[config.mk]
export PLATFORM = sky130hd
export DESIGN_NAME = cw305_reg_bridge
export DESIGN_NICKNAME = d
export VERILOG_FILES = /design/src/rtl/cw305_reg_pkg.sv /design/src/rtl/cw305_edge_detect.sv /design/src/rtl/cw305_reg_bridge.sv
export SDC_FILE = /design/constraint.sdc
export NUM_CORES = 1
export LEC_CHECK = 0
export BUFFER_PORTS_ARGS = -buffer_cell sky130_fd_sc_hd__buf_2
export CORE_MARGIN = 1
export CORE_UTILIZATION = 48
export CTS_CLUSTER_SIZE = 30
export DETAILED_ROUTE_END_ITERATION = 16
export GPL_TIMING_DRIVEN = 0
export PLACE_DENSITY = 0.74
export SLEW_MARGIN = 10
export SYNTH_ARGS = -nofsm -noshare
export SYNTH_HDL_FRONTEND = slang
export SYNTH_SLANG_ARGS = --single-unit
[constraint.sdc]
create_clock -name usb_clk -period 22.9 [get_ports usb_clk]
set_clock_uncertainty 0.1 [all_clocks]
set_input_delay 4.58 -clock usb_clk [delete_from_list [all_inputs] [get_ports usb_clk]]
set_output_delay 4.58 -clock usb_clk [all_outputs]
set_load 0.02 [all_outputs]
[src/rtl/cw305_reg_pkg.sv]
// cw305_reg_pkg: register indices, field positions and default ID for the CW305 USB register bridge.
// Latency: n/a (constants only).
// Backpressure: n/a.
package cw305_reg_pkg;

   // Register indices (upper address bits)
   localparam int REG_ID        = 0;
   localparam int REG_LEDS      = 1;
   localparam int REG_STATUS    = 2;
   localparam int REG_KEY       = 3;
   localparam int REG_TEXTIN    = 4;
   localparam int REG_CIPHEROUT = 5;

   localparam logic [7:0] DEFAULT_ID = 8'h2E;

   // STATUS fields: busy/done on read, go on write
   localparam int STATUS_BUSY_BIT = 0;
   localparam int STATUS_DONE_BIT = 1;
   localparam int STATUS_GO_BIT   = 0;

   // LEDS fields
   localparam int LEDS_W   = 3;
   localparam int LED1_BIT = 2;
   localparam int LED2_BIT = 1;
   localparam int LED3_BIT = 0;

endpackage

[src/rtl/cw305_edge_detect.sv]
// cw305_edge_detect: 2-flop synchroniser followed by a one-cycle rising or falling edge pulse.
// Latency: pulse appears 2 clocks after the input change is first sampled.
// Backpressure: none.
// Ports: clk_i, rst_i (async active-high), sig_i (asynchronous level), edge_o (one-cycle pulse).
// FALLING=1 selects falling-edge detection, otherwise rising.
module cw305_edge_detect #(
   parameter bit FALLING = 1'b0
) (
   input  logic clk_i,
   input  logic rst_i,
   input  logic sig_i,
   output logic edge_o
);

   logic meta_q;
   logic sync_q;
   logic prev_q;

   // Flops clear to 0: a strobe already held low through reset looks like
   // "was always low", so no spurious falling edge is seen afterwards.
   always_ff @(posedge clk_i or posedge rst_i) begin
      if (rst_i) begin
         meta_q <= 1'b0;
         sync_q <= 1'b0;
         prev_q <= 1'b0;
      end else begin
         meta_q <= sig_i;
         sync_q <= meta_q;
         prev_q <= sync_q;
      end
   end

   assign edge_o = FALLING ? (prev_q & ~sync_q) : (sync_q & ~prev_q);

endmodule

[src/rtl/cw305_reg_bridge.sv]
// cw305_reg_bridge: byte-wide USB register bridge (ID/LEDS/STATUS/KEY/TEXTIN/CIPHEROUT) to a crypto core.
// Latency: read data 1 clock after rdn/cen sampled low; writes commit 3 clocks after wrn falls; go 1 clock after request.
// Backpressure: none; starts while busy or with a go pending are dropped, KEY/TEXTIN writes while busy are ignored.
// Ports: usb_clk/reset_i (async active-high); usb_addr/usb_din/usb_dout/usb_isout/usb_rdn/usb_wrn/usb_cen bus;
//        usb_trigger start input; crypt_key/crypt_textin/crypt_go to core; crypt_busy/crypt_done/crypt_cipherout from core;
//        led1..led3. Define CW305_REG_HEARTBEAT_EN to drive led3 from a free-running heartbeat counter MSB.
module cw305_reg_bridge #(
   parameter int         pADDR_WIDTH   = 21,
   parameter int         pBYTECNT_BITS = 7,
   parameter int         pCRYPT_WIDTH  = 128,
   parameter logic [7:0] pID           = cw305_reg_pkg::DEFAULT_ID,
   parameter int         pHB_BITS      = 23
) (
   input  logic                    usb_clk,
   input  logic                    reset_i,
   input  logic [pADDR_WIDTH-1:0]  usb_addr,
   input  logic [7:0]              usb_din,
   output logic [7:0]              usb_dout,
   output logic                    usb_isout,
   input  logic                    usb_rdn,
   input  logic                    usb_wrn,
   input  logic                    usb_cen,
   input  logic                    usb_trigger,
   output logic [pCRYPT_WIDTH-1:0] crypt_key,
   output logic [pCRYPT_WIDTH-1:0] crypt_textin,
   output logic                    crypt_go,
   input  logic                    crypt_busy,
   input  logic                    crypt_done,
   input  logic [pCRYPT_WIDTH-1:0] crypt_cipherout,
   output logic                    led1,
   output logic                    led2,
   output logic                    led3
);
   import cw305_reg_pkg::*;

   localparam int NBYTES = pCRYPT_WIDTH / 8;

   int reg_sel;
   int byte_sel;
   assign reg_sel  = int'(usb_addr[pADDR_WIDTH-1:pBYTECNT_BITS]);
   assign byte_sel = int'(usb_addr[pBYTECNT_BITS-1:0]);

   logic [LEDS_W-1:0]       leds_q,   leds_d;
   logic [pCRYPT_WIDTH-1:0] key_q,    key_d;
   logic [pCRYPT_WIDTH-1:0] text_q,   text_d;
   logic [pCRYPT_WIDTH-1:0] cipher_q, cipher_d;
   logic                    done_q,   done_d;
   logic                    go_q,     go_d;
   logic [7:0]              dout_q,   dout_d;
   logic                    isout_q,  isout_d;

   logic wr_fall;
   logic trig_rise;

   // Chip enable is folded into the strobe so one falling edge means one
   // access with both wrn and cen low.
   cw305_edge_detect #(.FALLING(1'b1)) u_wr_edge (
      .clk_i  (usb_clk),
      .rst_i  (reset_i),
      .sig_i  (usb_wrn | usb_cen),
      .edge_o (wr_fall)
   );

   cw305_edge_detect #(.FALLING(1'b0)) u_trig_edge (
      .clk_i  (usb_clk),
      .rst_i  (reset_i),
      .sig_i  (usb_trigger),
      .edge_o (trig_rise)
   );

   logic       rd_act;
   logic       byte0;
   logic       start_req;
   logic [7:0] rdata;
   logic [7:0] key_byte, text_byte, cipher_byte;

   assign rd_act    = ~usb_rdn & ~usb_cen;
   assign byte0     = (byte_sel == 0);
   assign start_req = trig_rise |
                      (wr_fall && reg_sel == REG_STATUS && byte0 && usb_din[STATUS_GO_BIT]);

   // Read mux; out-of-range byte indices never match the loop and read 0.
   always_comb begin
      key_byte    = 8'h00;
      text_byte   = 8'h00;
      cipher_byte = 8'h00;
      for (int b = 0; b < NBYTES; b++) begin
         if (b == byte_sel) begin
            key_byte    = key_q[8*b +: 8];
            text_byte   = text_q[8*b +: 8];
            cipher_byte = cipher_q[8*b +: 8];
         end
      end
      rdata = 8'h00;
      case (reg_sel)
         REG_ID:        if (byte0) rdata = pID;
         REG_LEDS:      if (byte0) rdata = {{(8-LEDS_W){1'b0}}, leds_q};
         REG_STATUS: begin
            if (byte0) begin
               rdata[STATUS_BUSY_BIT] = crypt_busy;
               rdata[STATUS_DONE_BIT] = done_q;
            end
         end
         REG_KEY:       rdata = key_byte;
         REG_TEXTIN:    rdata = text_byte;
         REG_CIPHEROUT: rdata = cipher_byte;
         default:       rdata = 8'h00;
      endcase
   end

   always_comb begin
      leds_d   = leds_q;
      key_d    = key_q;
      text_d   = text_q;
      cipher_d = cipher_q;
      done_d   = done_q;
      isout_d  = rd_act;
      dout_d   = rd_act ? rdata : 8'h00;

      if (wr_fall && reg_sel == REG_LEDS && byte0)
         leds_d = usb_din[LEDS_W-1:0];

      if (wr_fall && !crypt_busy) begin
         for (int b = 0; b < NBYTES; b++) begin
            if (b == byte_sel) begin
               if (reg_sel == REG_KEY)    key_d[8*b +: 8]  = usb_din;
               if (reg_sel == REG_TEXTIN) text_d[8*b +: 8] = usb_din;
            end
         end
      end

      // A USB start and a trigger in the same cycle merge into one request;
      // requests while busy or with go already high are dropped.
      go_d = start_req & ~crypt_busy & ~go_q;

      if (crypt_done) begin
         cipher_d = crypt_cipherout;
         done_d   = 1'b1;
      end
      // Issuing go wins over a coincident done: result captured, flag cleared.
      if (go_q)
         done_d = 1'b0;
   end

   always_ff @(posedge usb_clk or posedge reset_i) begin
      if (reset_i) begin
         leds_q   <= '0;
         key_q    <= '0;
         text_q   <= '0;
         cipher_q <= '0;
         done_q   <= 1'b0;
         go_q     <= 1'b0;
         dout_q   <= 8'h00;
         isout_q  <= 1'b0;
      end else begin
         leds_q   <= leds_d;
         key_q    <= key_d;
         text_q   <= text_d;
         cipher_q <= cipher_d;
         done_q   <= done_d;
         go_q     <= go_d;
         dout_q   <= dout_d;
         isout_q  <= isout_d;
      end
   end

   assign usb_dout     = dout_q;
   assign usb_isout    = isout_q;
   assign crypt_key    = key_q;
   assign crypt_textin = text_q;
   assign crypt_go     = go_q;
   assign led1         = leds_q[LED1_BIT];
   assign led2         = leds_q[LED2_BIT];

`ifdef CW305_REG_HEARTBEAT_EN
   logic [pHB_BITS-1:0] hb_q;

   always_ff @(posedge usb_clk or posedge reset_i) begin
      if (reset_i) hb_q <= '0;
      else         hb_q <= hb_q + {{(pHB_BITS-1){1'b0}}, 1'b1};
   end

   assign led3 = hb_q[pHB_BITS-1];
`else
   assign led3 = leds_q[LED3_BIT];
`endif

endmodule

==> impl_metrics.toml, run 1 <==
[run_status]
run_status = "completed"

[worst_setup_path]
reg2reg_depth = 7
crit_fanout = 10
r2r-start = "crypt_textin[13]"
timing.rr.end = "usb_dout[5]"
start_kind = "input port"
critPathKind = "in2reg"
endpoint_kind = "register"
worstPathArrival_ns = 8.31
required_ns = 23.24
rrSetupSlack_ns = 20.20

[power]
p_int_uw = 1170
fin_total_pwr_uw = 1560
sequentialPowerShare = 0.485
p_sw_frac = 0.251
p_leak_uw = 0.0116
combPwrFrac = 0.077
switchingPower_uw = 392
p_clk_frac = 0.438
ir_drop_uv = 66.3
power_density_mw_per_mm2 = 66.9

[global_route]
grt_use_total = 0.414
antenna_found_initial = 4
grt_max_degree = 101
overflow = 0
grt_pass1_wl_um = 119000
grt_pass1_vias = 16400

[placement]
gp_congestion = 0.995
placedCellCount = 2463
portBuffers = 428
dp_hpwl_um = 63100

[floorplanning]
die_area_mm2 = 0.0405
fp.dieW_um = 201
fp-row-count = 72
fp.coreArea_mm2 = 0.0389
initial_core_util = 0.490
die_h_um = 201
io_pins = 434

[routing]
drc = 0
wl_per_cell_um = 33.4
vias = 17000
antenna_left = 0
drt_iter0_drc = 2570
routed_wl_um = 84900
firstDrtPassIters = 6
viasPerCell = 6.69

[worst_hold_path]
hold_depth = 0
holdCritPathClass = "reg2reg"
min_from = "u_trig_edge.meta_q"
min_to = "u_trig_edge.sync_q"

[clocking]
h-tree-depth = 2
postCtsSetupBuffers = 0
cts.sinks = 404
cts_root_buf = "clkbuf_16"
cts_buffers = 43
cts_resized = 0
cts_tree = "built"
cts_hold_buffers = 0
clockBufferDepth = 3
insertion_delay_ns = 0.58
cts.reportedPaths.clkPinSlew_ns = 0.06

[timing]
whs_ns = 0.258
timing.setup.tns_ns = 0
hold_viol_final = 0
max_freq_mhz = 126
period_share = 0.348
slew-limit-headroom = 0.0164
worst_pin_slew_ns = 1.47
setup_viol = 0
fin_crit_ns = 7.97
drv_slew = 0
rsz0062_at_grt = "false"

[cells_and_area]
final_core_util = 0.599
drive_above_1_share = 0.452
mostFrequentLayoutCell = "buf_2"
final_cells = 2540
final_cell_mix = "buf_2 (465), dfrtp_1 (404), mux2_2 (305)"
nNetsFinal = 2155
synthToLayoutAreaGrowth_pct = 22.3

[logic_synthesis]
avgSynthCellArea_um2 = 12.6
syn_inst = 1513
synth-edff-count = 0
synth_area_mm2 = 0.0191
synthFlopType = "dfrtp_1"
syn_nets = 1678
ys_ff_latch = 404
ys.warnings.count = 0
ys_async_sr_fraction = 1.00
ys_seq_area_frac = 0.530
ys_types = 78

[run]
maxCapViolations = 0
## power groups by stage
stage / sequential, µW / clock [µW] / combinational, µW
CTS: 755 / 681 / 117
global placement: 767 / 0 / 112
detailed placement: 767 / 0 / 116
floorplan: 759 / 0 / 66.0
global route: 757 / 708 / 126
finish: 756 / 683 / 120
## flip-flops by register name (all words and copies together), names as in the netlist, 3 cells and up
register,count
cipher_q,128
leds_q,3
crypt_key,128
usb_dout,8
crypt_textin,128
## cells in the mapped netlist (9+ instances only)
| master | count | area, µm² |
|---|---|---|
| dfrtp_1 | 404 | 10100 |
| mux2_2 | 305 | 3430 |
| mux2_1 | 80 | 901 |
| nor2_1 | 67 | 251 |
| a21oi_1 | 59 | 295 |
| clkbuf_1 | 54 | 203 |
| nand2_1 | 52 | 195 |
| o21ai_0 | 50 | 250 |
| a22oi_1 | 38 | 285 |
| buf_2 | 37 | 185 |
| a221oi_1 | 26 | 228 |
| nor3_1 | 24 | 120 |
| o22ai_1 | 22 | 138 |
| mux2i_1 | 19 | 190 |
| nand3_1 | 19 | 95.1 |
| o211ai_1 | 15 | 113 |
| o221ai_1 | 14 | 123 |
| nor2_4 | 13 | 146 |
| a31oi_1 | 11 | 68.8 |
| nand2_2 | 11 | 68.8 |
| a211oi_1 | 10 | 75.1 |
| nand2b_1 | 9 | 56.3 |
| nor2b_1 | 9 | 56.3 |
## cell families after synthesis
family                 synth area share
multiplexers                      0.244
AO/OA/AOI/OAI                     0.116
buffers and inverters            0.0266
AND/OR/NAND/NOR                  0.0835
flip-flops                        0.530
## cell type report
type,instances,area (µm²)
inverters,8,37.5
plain buffers,103,478
fillers,3270,15600
well taps,518,648
repair buffers,432,2250
flip-flops and latches,404,10100
clock buffers,66,1280
multi-input cells,998,8450
diodes,3,7.51
clock inverters,8,48.8
## worst max-delay path by stage
stage	from	endpoint	slack [ns]	cells past startpoint
finish	usb_addr[0]	usb_dout[5]	14.93	10
global route	usb_addr[0]	usb_dout[7]	15.15	11
CTS	usb_addr[0]	usb_dout[5]	15.19	10
detailed placement	usb_addr[0]	usb_dout[5]	14.60	10
global placement	reset_i	cipher_q[109]	2.91	2
floorplan	reset_i	cipher_q[0]	6.98	1
## critical path: stages
cell,delay [ns]
buf_2,0.12
buf_2,0.17
nor2b_1,0.14
buf_2,0.20
nand2_1,0.14
clkbuf_1,0.86
nor2_1,0.41
a2111oi_0,1.02
o2111ai_1,0.29
a211o_1,0.36
## layer usage
layer | share of wire | global-route usage | vias up
li1 | - | - | 6639
met1 | 0.37 | 0.539 | 8479
met2 | 0.43 | 0.611 | 1523
met3 | 0.13 | 0.131 | 337
met4 | 0.072 | 0.237 | 6
met5 | 0.00044 | 0 | -
## metrics by stage
step                setup slack [ns]  area [µm²]
detailed placement             14.60       22000
global placement                2.91       21900
finish                         14.93       23300
floorplan                       6.98       19100
CTS                            15.19       23300
global route                   15.15       23300
No activity file was read; power rests on OpenSTA's default activity.
==> run 2, diff against run 1 <==
clock period = 7.59 ns   (was 22.9 ns; I/O delays follow)
==> run 2 against run 1 <==
  * Setup slack got worse by 12 ns
  * First-iteration DRC count fell by 15%
  * Power rose to 3.1 times the previous value
  * Sequential cell count did not move
  * Final cell count rose by 0.43%
  * Routed wire length rose by 1.9%
  * Worst hold slack got worse by 0.0070 ns
  * Register-to-register slack got worse by 15 ns
  * Critical path type unchanged
  * Largest cell class unchanged
==> impl_metrics.toml, run 2 (same netlist as run 1, synthesis figures left out) <==
[worst_setup_path]
reg2reg_depth = 7
worstPathArrival_ns = 5.36
crit_fanout = 10
endpoint_kind = "register"
crit_slowest_cell = "a2111oi_0"
critPathKind = "in2reg"
cp_num_cells = 10
crit_path_frequent_cell = "buf_2"
path_buf_inv = 4
worstPathCellList = "buf_2 > buf_2 > nor2b_1 > buf_2 > nand2_1 > clkbuf_1 > nor2_1 > a2111oi_0 > o2111ai_1 > a211o_1"
required_ns = 7.97
start_kind = "input port"
slowest_delay_ns = 1.05
path_delay_family = "compound AO/OA/AOI/OAI gates"

[run_status]
run_status = "completed"

[placement]
gp_congestion = 1.01
dp_hpwl_um = 64100
portBuffers = 428

[power]
p_leak_uw = 0.0117
ir_drop_uv = 169
power_density_mw_per_mm2 = 205

[routing]
routed_wl_um = 86400
drt_iter0_drc = 2189
viasPerCell = 6.68
vias = 17000
antenna_left = 0
drc = 0
wl_per_cell_um = 33.9
firstDrtPassIters = 6

[clocking]
cts.sinks = 404
cts.reportedPaths.clkPinSlew_ns = 0.06
cts_root_buf = "clkbuf_16"
cts_resized = 0
h-tree-depth = 2
postCtsSetupBuffers = 0
insertion_delay_ns = 0.62
clockBufferDepth = 3
cts_buffers = 44
cts_hold_buffers = 0
cts_tree = "built"

[timing]
timing.setup.tns_ns = 0
drv_slew = 0
worst_pin_slew_ns = 1.44
hold_viol_final = 0
rsz0062_at_grt = "false"
fin_crit_ns = 4.98
period_share = 0.656
setup_viol = 0
max_freq_mhz = 201
slew-limit-headroom = 0.0388

[worst_hold_path]
hold_depth = 0
holdCritPathClass = "reg2reg"

[global_route]
grt_pass1_wl_um = 123000
grt_use_total = 0.426
grt_pass1_vias = 17100
grt_max_degree = 40
overflow = 0
antenna_found_initial = 6

[cells_and_area]
drive_above_1_share = 0.456
synthToLayoutAreaGrowth_pct = 23.3
final_cell_mix = "buf_2 (465), dfrtp_1 (404), mux2_2 (305)"
fill_cells = 3238
mostFrequentLayoutCell = "buf_2"
final_core_util = 0.604
nNetsFinal = 2163
ff_latch_area_mm2 = 0.0101
multi_input_area_mm2 = 0.00845

[floorplanning]
io_pins = 434
fp.coreArea_mm2 = 0.0389
initial_core_util = 0.490
die_area_mm2 = 0.0405
fp-row-count = 72
die_h_um = 201
fp.dieW_um = 201

[run]
maxCapViolations = 0
## run 2: changes by cell type in the layout (fill, tap and decap cells not counted), sizes merged
cell,change
bufinv,+2
clkinv,+2
clkbuf,-1
buf,+7
clkinvlp,+3
diode,-2
## run 2: path summary, 6_finish.rpt
check	startpoint	endpoint	slack, ns
min in group asynchronous	reset_i	cipher_q[50]	0.89
max in group asynchronous	reset_i	crypt_textin[74]	5.13
worst max register to register	crypt_textin[13]	usb_dout[5]	4.77
worst max-delay path	usb_addr[0]	usb_dout[5]	2.61
worst min register to register	u_trig_edge.meta_q	u_trig_edge.sync_q	0.25
worst min-delay path	u_trig_edge.meta_q	u_trig_edge.sync_q	0.25
## run 2: through the flow
stage | setup slack (ns) | area, µm² | power, µW | hold WS, ns | std cells
floorplan | 0.530 | 19100 | 2490 | 0.231 | 1513
global placement | -1.68 | 21900 | 2650 | 0.238 | 2459
detailed placement | 2.33 | 22100 | 2670 | 0.242 | 2470
CTS | 2.95 | 23500 | 4810 | 0.254 | 2550
global route | 2.80 | 23500 | 4940 | 0.254 | 2550
finish | 2.61 | 23500 | 4830 | 0.251 | 2551
## run 2: cell type report
cell class | instances | share of cell area
Timing Repair Buffer | 439 | 0.100
Antenna cell | 1 | 0.000106
Inverter | 8 | 0.00144
Clock buffer | 65 | 0.0540
Sequential cell | 404 | 0.430
Clock inverter | 15 | 0.00692
Tap cell | 518 | 0.0276
Multi-Input combinational cell | 998 | 0.359
Buffer | 103 | 0.0203
## run 2: metal layers
layer  global-route usage  routed length [µm]  vias up
met5                    0                  72        -
met2                0.622               36700     1401
li1                     -                   -     6691
met1                0.542               32100     8565
met4                0.261                6290       12
met3                0.152               11200      371
## run 2: power by group
group	switching, µW	internal (µW)	leakage (µW)	total [µW]
Sequential	55.7	2220	0.00533	2280
Clock	938	1230	0.000698	2170
Combinational	233	139	0.00569	372
